[config.mk]
export PLATFORM = sky130hd
export DESIGN_NAME = aer_arbiter
export DESIGN_NICKNAME = d
export VERILOG_FILES = /design/src/rtl/aer_pkg.sv /design/src/rtl/aer_prio_enc.sv /design/src/rtl/aer_arbiter.sv
export SDC_FILE = /design/constraint.sdc
export NUM_CORES = 1
export LEC_CHECK = 0
export CAP_MARGIN = 20
export CORE_ASPECT_RATIO = 1.5
export CORE_MARGIN = 2
export CORE_UTILIZATION = 48
export DETAILED_ROUTE_END_ITERATION = 12
export PLACE_DENSITY = 0.86
export SETUP_SLACK_MARGIN = 0.2
export SYNTH_ARGS = -nofsm -noshare
export SYNTH_HDL_FRONTEND = slang
export SYNTH_HIERARCHICAL = 1
export SYNTH_SLANG_ARGS = --single-unit
[constraint.sdc]
create_clock -name CLK -period 4.67 [get_ports CLK]
set_input_delay 0.934 -clock CLK [delete_from_list [all_inputs] [get_ports CLK]]
set_output_delay 0.934 -clock CLK [all_outputs]
set_load 0.1 [all_outputs]
[src/rtl/aer_pkg.sv]
// Shared definitions for the AER output arbiter.
//   aer_state_t    : arbiter FSM encoding (IDLE, LOAD, SEND, RELEASE)
//   AER_* params   : default source count, spike-vector width, derived widths
//   aer_pack_addr  : packs {source id, neuron index} into an event address
package aer_pkg;

  typedef enum logic [1:0] {
    ST_IDLE    = 2'd0,
    ST_LOAD    = 2'd1,
    ST_SEND    = 2'd2,
    ST_RELEASE = 2'd3
  } aer_state_t;

  localparam int AER_NUM_SRC = 4;
  localparam int AER_SPK_W   = 8;
  localparam int AER_IDX_W   = $clog2(AER_SPK_W);
  localparam int AER_SRC_W   = $clog2(AER_NUM_SRC);
  localparam int AER_ADDR_W  = AER_SRC_W + AER_IDX_W;

  // Source id lands in the upper field, neuron index in the lower idx_w bits.
  // Callers truncate the result to their own address width.
  function automatic logic [31:0] aer_pack_addr(input logic [31:0] src,
                                                input logic [31:0] idx,
                                                input int unsigned idx_w);
    return (src << idx_w) | idx;
  endfunction

endpackage

[src/rtl/aer_prio_enc.sv]
// Lowest-set-bit encoder.
//   vec    : input vector
//   idx    : index of the lowest set bit (0 when vec is zero)
//   any    : at least one bit of vec is set
//   single : exactly one bit of vec is set
module aer_prio_enc #(
  parameter int W  = 8,
  parameter int IW = $clog2(W)
) (
  input  logic [W-1:0]  vec,
  output logic [IW-1:0] idx,
  output logic          any,
  output logic          single
);

  always_comb begin
    idx = '0;
    // Scan downwards so the lowest set bit is the last one to win.
    for (int i = W - 1; i >= 0; i--) begin
      if (vec[i]) idx = IW'(i);
    end
  end

  assign any    = |vec;
  // vec & (vec - 1) clears the lowest set bit; zero afterwards means one bit.
  assign single = any && ((vec & (vec - W'(1))) == '0);

endmodule

[src/rtl/aer_arbiter.sv]
// Round-robin arbiter that serialises per-tile spike vectors onto one AER bus.
//   CLK, RST      : clock, synchronous active-high reset
//   REQ / ACK     : per-source 4-phase handshake (ACK one-hot or zero)
//   SPIKES        : per-source spike vectors, source i at [i*SPK_W +: SPK_W]
//   AER_VALID/READY/ADDR/LAST : output event stream, ADDR = {src id, neuron}
//   BUSY          : arbiter not idle
//   DBG_STATE     : current FSM state
// Event stream handshake: an event transfers on a rising edge where
// AER_VALID and AER_READY are both high; while AER_VALID is high and
// AER_READY low, AER_VALID/AER_ADDR/AER_LAST hold their values, and
// AER_VALID only falls after a transfer (or on reset).
// All outputs decode registered state only; no input reaches an output
// combinationally.
module aer_arbiter
  import aer_pkg::*;
#(
  parameter int NUM_SRC = AER_NUM_SRC,
  parameter int SPK_W   = AER_SPK_W,
  parameter int IDX_W   = $clog2(SPK_W),
  parameter int SRC_W   = $clog2(NUM_SRC)
) (
  input  logic                     CLK,
  input  logic                     RST,
  input  logic [NUM_SRC-1:0]       REQ,
  input  logic [NUM_SRC*SPK_W-1:0] SPIKES,
  output logic [NUM_SRC-1:0]       ACK,
  output logic                     AER_VALID,
  input  logic                     AER_READY,
  output logic [SRC_W+IDX_W-1:0]   AER_ADDR,
  output logic                     AER_LAST,
  output logic                     BUSY,
  output logic [1:0]               DBG_STATE
);

  localparam int ADDR_W = SRC_W + IDX_W;

  aer_state_t       state, nxt_state;
  logic [SRC_W-1:0] rr_ptr, nxt_rr;
  logic [SRC_W-1:0] gnt_id, nxt_gnt;
  logic [SPK_W-1:0] spk_reg, nxt_spk;
  logic [SPK_W-1:0] spk_slice;

  logic [NUM_SRC-1:0] req_rot;
  logic [SRC_W-1:0]   rot_idx;
  logic [SRC_W-1:0]   grant_id;
  logic               req_any;
  logic               req_single_unused;

  logic [IDX_W-1:0] spk_idx;
  logic             spk_any_unused;
  logic             spk_single;

  // Rotate REQ so the round-robin pointer position becomes bit 0; the lowest
  // set bit of the rotated vector is then the first requester at/after RR_PTR.
  always_comb begin
    req_rot = '0;
    for (int j = 0; j < NUM_SRC; j++) begin
      int k;
      k = j + int'(rr_ptr);
      if (k >= NUM_SRC) k = k - NUM_SRC;
      req_rot[j] = REQ[k];
    end
  end

  aer_prio_enc #(.W(NUM_SRC), .IW(SRC_W)) u_req_enc (
    .vec    (req_rot),
    .idx    (rot_idx),
    .any    (req_any),
    .single (req_single_unused)
  );

  // Undo the rotation to recover the absolute source id.
  always_comb begin
    int g;
    g = int'(rot_idx) + int'(rr_ptr);
    if (g >= NUM_SRC) g = g - NUM_SRC;
    grant_id = SRC_W'(g);
  end

  aer_prio_enc #(.W(SPK_W), .IW(IDX_W)) u_spk_enc (
    .vec    (spk_reg),
    .idx    (spk_idx),
    .any    (spk_any_unused),
    .single (spk_single)
  );

  assign spk_slice = SPIKES[int'(gnt_id)*SPK_W +: SPK_W];

  always_ff @(posedge CLK) begin
    if (RST) begin
      state   <= ST_IDLE;
      rr_ptr  <= '0;
      gnt_id  <= '0;
      spk_reg <= '0;
    end else begin
      state   <= nxt_state;
      rr_ptr  <= nxt_rr;
      gnt_id  <= nxt_gnt;
      spk_reg <= nxt_spk;
    end
  end

  always_comb begin
    nxt_state = state;
    nxt_rr    = rr_ptr;
    nxt_gnt   = gnt_id;
    nxt_spk   = spk_reg;
    case (state)
      ST_IDLE: begin
        if (req_any) begin
          nxt_gnt   = grant_id;
          nxt_state = ST_LOAD;
        end
      end
      ST_LOAD: begin
        nxt_spk   = spk_slice;
        nxt_state = (|spk_slice) ? ST_SEND : ST_RELEASE;
      end
      ST_SEND: begin
        // REQ is deliberately not looked at here: a source dropping its
        // request mid-burst still gets the whole burst sent.
        if (AER_READY) begin
          nxt_spk = spk_reg & (spk_reg - SPK_W'(1));
          if (spk_single) nxt_state = ST_RELEASE;
        end
      end
      ST_RELEASE: begin
        if (!REQ[gnt_id]) begin
          nxt_rr    = (int'(gnt_id) == NUM_SRC - 1) ? '0 : gnt_id + SRC_W'(1);
          nxt_state = ST_IDLE;
        end
      end
      default: nxt_state = ST_IDLE;
    endcase
  end

  always_comb begin
    ACK = '0;
    if (state == ST_RELEASE) ACK[gnt_id] = 1'b1;
  end

  assign AER_VALID = (state == ST_SEND);
  assign AER_LAST  = (state == ST_SEND) && spk_single;
  assign AER_ADDR  = (state == ST_SEND)
                   ? ADDR_W'(aer_pack_addr(32'(gnt_id), 32'(spk_idx), IDX_W))
                   : '1;
  assign BUSY      = (state != ST_IDLE);
  assign DBG_STATE = state;

endmodule

== Yosys cells after proc, flatten, opt, wreduce, memory -nomap -nowiden ==
Index checks and enable logic that the tools add are counted.
Word-level totals
  word-level logic and storage cells: 96
  bits in registers: 14
  output and inout bits: 14
  input bits: 39
Cells by class
  equal/unequal tests: 8
  shift operators: 1
  $add $sub $neg: 11
  multiplexer cells: 44
  bitwise operators: 3
  reductions and logical operators: 14
  magnitude comparators: 11
Operator list (count)
  32-bit by 4-bit less-than comparator with 1-bit output, second input constant: 4
  32-bit 2-to-1 mux: 4
  32-bit by 6-bit variable part select with 8-bit output: 1
  3-bit 2-to-1 mux: 8
  2-bit 2-to-1 mux: 10
  8-bit case mux with 2 select lines: 1
  8-bit OR reduction: 2
  3-bit >= comparator, second input constant: 4
  3-bit by 3-bit subtractor with 4-bit output, second input constant: 3
  1-bit 2-to-1 mux: 11
  1-bit binary-select mux with 2-bit select: 5
  8-bit bitwise AND: 1
  8-bit logical NOT: 1
  8-bit 2-to-1 mux: 1
  2-bit case mux with 4 select lines: 1
  8-bit by 1-bit subtractor with 8-bit output, second input constant: 1
  2-bit by 2-bit adder with 3-bit output, first input constant: 2
  2-bit AND reduction: 3
  5-bit 2-to-1 mux: 1
  5-bit by 3-bit OR with 5-bit output: 1
  2-bit by 1-bit equality test with 1-bit output, second input constant: 2
  2-bit equality test, second input constant: 2
  4-bit 2-to-1 mux: 1
  2-bit by 1-bit inequality test with 1-bit output, second input constant: 2
  16 further kinds: 20

== Depth between registers and ports, before layout ==
  word-level depth: 13
  depth in mapped cells: 9
  mapped depth without buffers: 8

== Modules after synthesis ==
Netlist, hierarchy kept.
Modules (own cells, without submodules)
  aer_arbiter: seq. area each 280.3 sq um, area an instance 1157.4 sq um, cells an instance 116, times used 1
  aer_prio_enc (u_spk_enc): seq. area each 0.0 sq um, area an instance 162.7 sq um, cells an instance 24, times used 1
  aer_prio_enc (u_req_enc): seq. area each 0.0 sq um, area an instance 65.1 sq um, cells an instance 11, times used 1

== Worst setup path before layout ==
No wires, ideal clock.
  path type: register -> output
  start point: register state[1] (netlist: DBG_STATE[1])
  end point: output port AER_LAST
  cell stages (with the launch flop): 4
  required time: 3.736 ns
  arrival: 3.133 ns
  path buffers: 1
  slack: 0.603 ns
  cells stage by stage: dfxtp_1 ha_1 clkbuf_1 and2_1
Between the ends
  word-level cells in the longest chain between the ends: 2
Ends and longest elaborated chain
  start, declared: line aer_arbiter.sv:37  | aer_state_t state, nxt_state;
  start signal, assigned: line aer_arbiter.sv:96  | state <= nxt_state;
  2-bit equality test
  named net AER_VALID: line aer_arbiter.sv:27  | output logic AER_VALID,
  1-bit logical AND: line aer_arbiter.sv:143  | assign AER_LAST = (state == ST_SEND) && spk_single;
  end, declared: line aer_arbiter.sv:30  | output logic AER_LAST,
The timed path passes the listed nets, and every way through them passes these cells.

== Worst setup path after layout ==
  start point: register gnt_id[0]
  end point: output port ACK[0]
Between the ends
  word-level cells in the longest chain between the ends: 5
  elaborated cells between the ends (all ways): 6
  those cells by class: 2 x order compare; 3 x mux; 1 x reduce/logical
Ends and longest elaborated chain
  start, declared: line aer_arbiter.sv:39  | logic [SRC_W-1:0] gnt_id, nxt_gnt;
  start signal, assigned: line aer_arbiter.sv:98  | gnt_id <= nxt_gnt;
  2-bit by 3-bit less-than comparator with 1-bit output (not written as such) or 2-bit by 1-bit >= comparator with 1-bit output (tied branches): line aer_arbiter.sv:139  | if (state == ST_RELEASE) ACK[gnt_id] = 1'b1;
  1-bit logical AND (not written as such): line aer_arbiter.sv:139
  1-bit 2-to-1 mux (not written as such): line aer_arbiter.sv:139
  1-bit demux with 2-bit select *: line aer_arbiter.sv:139
  4-bit 2-to-1 mux *: line aer_arbiter.sv:139
  end, declared: line aer_arbiter.sv:26  | output logic [NUM_SRC-1:0] ACK,
Every way passes the cells marked *; elsewhere a longest branch is shown, timed or not.

==> results.md <==
* Crit path max-delay family: buffers and inverters
* Max Clock Skew at 4.29 ps
* Register area at 280 µm²
* Syn Nets at 195
* Peak Freq at 288 MHz
* Area Growth Syn to Fin at 43.7%
* FILL cells at 200
* LEAKAGE at 0.722 nW
* Period utilization at 74.4%
* Clock-pin slew on the worst setup and hold paths at 60 ps
* Net Switching at 0.548 mW
* Core area at 2680 µm²
* Die area at 3260 µm²
* Status: finished clean
* Routed wire per std cell at 15.6 µm
* Max reg flops at 8
* Hold Fails Final Rpt at 0
* Max-Slew Margin vs Limit at 34.2%
* Slew Limit Fails at 0
* Fin Setup TNS at 0 ps
* Crit path DAT at 2540 ps
* Design area at 1940 µm²
* Die Span X at 47.3 µm
* Vias at 1360
* Reg2Reg Launch Point: spk_reg[3]
* Clock network fraction of design power at 11.6%
* GP Congestion at 0.882
* Clock Sinks at 14
* Initial antenna violation count at 0
* Routed WL at 3640 µm
* WP buf/inv at 2
* Worst hold slack at 555 ps
* Max_cap viols at 0
* Critical Path Sink: ACK[0]
* Reg2reg setup slack at 2220 ps
* Pwr per Cell Area at 533 nW/µm²
* Avg Inst Size Synth at 9.23 µm²
* Final ANT Viol Nets at 0
* Worst setup margin at 1200 ps
* Diodes inserted at 0
* Cts bufs inserted at 3
* CP Capture Type: primary output
* Critical Path, Cell by Cell: inv_1 -> ha_1 -> and2_1 -> clkdlybuf4s50_1
* Post-CTS sizing at 0
* Initial Utilization at 50.4%
* # DRC at 0
* CP startpoint: gnt_id[0]
* Worst-path fanout max at 14
* Mapped cell area at 1350 µm²
* Switching Fraction at 53.1%
* Tmin final at 3470 ps
* Total GRT Usage at 24.7%
* H-tree depth at 1
* Worst slew pin tran at 984 ps
* CTS max path bufs at 2
* Hold Path Class: flop to flop
* Vias in the first global route at 1292
* Post-DR vias/cell at 5.84
* Unrepaired setup endpoints after global routing: no
* Cell Int Power at 0.484 mW
* Seq pwr share at 21.4%
* VDD IR-drop max at 0.000308 V
* Kind of critical path: flop to primary output
* DP Area at 1880 µm²
* Worst-case reg-to-reg path depth at 8
* Clock Latency Late Sink at 250 ps
* Layout Nets at 246
* Comb power frac at 67.0%
* First-pass GRT wire length at 5570 µm
* Multi-input gate area at 1000 µm²
* Share of cells above drive strength 1 at 8.67%
* # setup viols final at 0
* Setup Fix Bufs, Post-CTS at 0
* Largest net degree at the start of global routing at 15
* Clk root buf: clkbuf_8
* I/O pin count at 53
* Synthesis warning total at 6
* DP HPWL at 2920 µm
* Row cnt at 23
* Post-Syn Instances at 146
* CP max stage cell: clkdlybuf4s50_1
* Worst R2R End: DBG_STATE[1]
* Gr ovfl total at 0
* CTS tree: built
* CP max stage delay at 960 ps
* DRT Pass-1 Iters at 7
* Number of stages on the worst setup path at 4
* Number of port buffers at 52
* DR iter-0 viols at 65
* WP data required at 3740 ps
* Crit path launch type: flop
* Chip Height at 68.9 µm
* CTS Hold Bufs at 0
* DP Worst Slack at 1480 ps
[power groups by stage]
stage / clock [mW] / combinational (mW) / sequential, mW
finish: 0.119 / 0.692 / 0.221
CTS: 0.119 / 0.691 / 0.222
global placement: 0 / 0.670 / 0.221
floorplan: 0 / 0.507 / 0.246
detailed placement: 0 / 0.687 / 0.223
global route: 0.124 / 0.735 / 0.229
[metrics by stage]
stage,utilization (%),std cells,power [mW]
global route,72.4,233,1.09
floorplan,-,146,0.754
global placement,70.3,229,0.891
finish,72.4,233,1.03
CTS,72.4,233,1.03
detailed placement,70.3,229,0.910
[per-layer routing]
layer / share of wire [%] / GRT usage, %
met1: 33 / 22.3
met2: 59 / 48.3
met3: 5.6 / 5.21
met4: 2.4 / 11.8
met5: 0 / 0
[area by class of cell]
class	instances	share of cell area (%)
tap	37	2.39
clock buffer	4	2.84
inverter	10	1.94
timing repair buffer	52	26.7
multi-input combinational	116	51.6
sequential	14	14.5
[cell usage in the layout (no fill, tap or decap), types with 5 or more instances in the layout]
| cell | n |
|---|---|
| nand2_1 | 16 |
| clkdlybuf4s50_1 | 51 |
| inv_1 | 10 |
| mux4_1 | 5 |
| and2_1 | 5 |
| nor2_1 | 11 |
| nand3_1 | 5 |
| ha_1 | 10 |
| nor3_1 | 6 |
| dfxtp_1 | 14 |
| nand2b_1 | 7 |
| a21oi_1 | 13 |
| mux4_2 | 8 |
[how the worst min path moves through the flow]
stage	startpoint	slack (ps)	cells after the start	to
CTS	spk_reg[6]	560	2	spk_reg[6]
global placement	spk_reg[5]	540	2	spk_reg[5]
global route	spk_reg[6]	580	2	spk_reg[6]
finish	spk_reg[6]	550	2	spk_reg[6]
detailed placement	spk_reg[6]	550	2	spk_reg[6]
floorplan	spk_reg[5]	510	2	spk_reg[5]
[worst reg2reg max path: stages (launching register included)]
cell	delay [ps]
dfxtp_1	380
nor4_4	350
inv_1	110
a2111oi_2	370
o22a_1	230
nand2_1	70
a222oi_1	500
mux2i_1	240
nor2_1	70
Note: power is estimated with default switching activity, not from simulation.
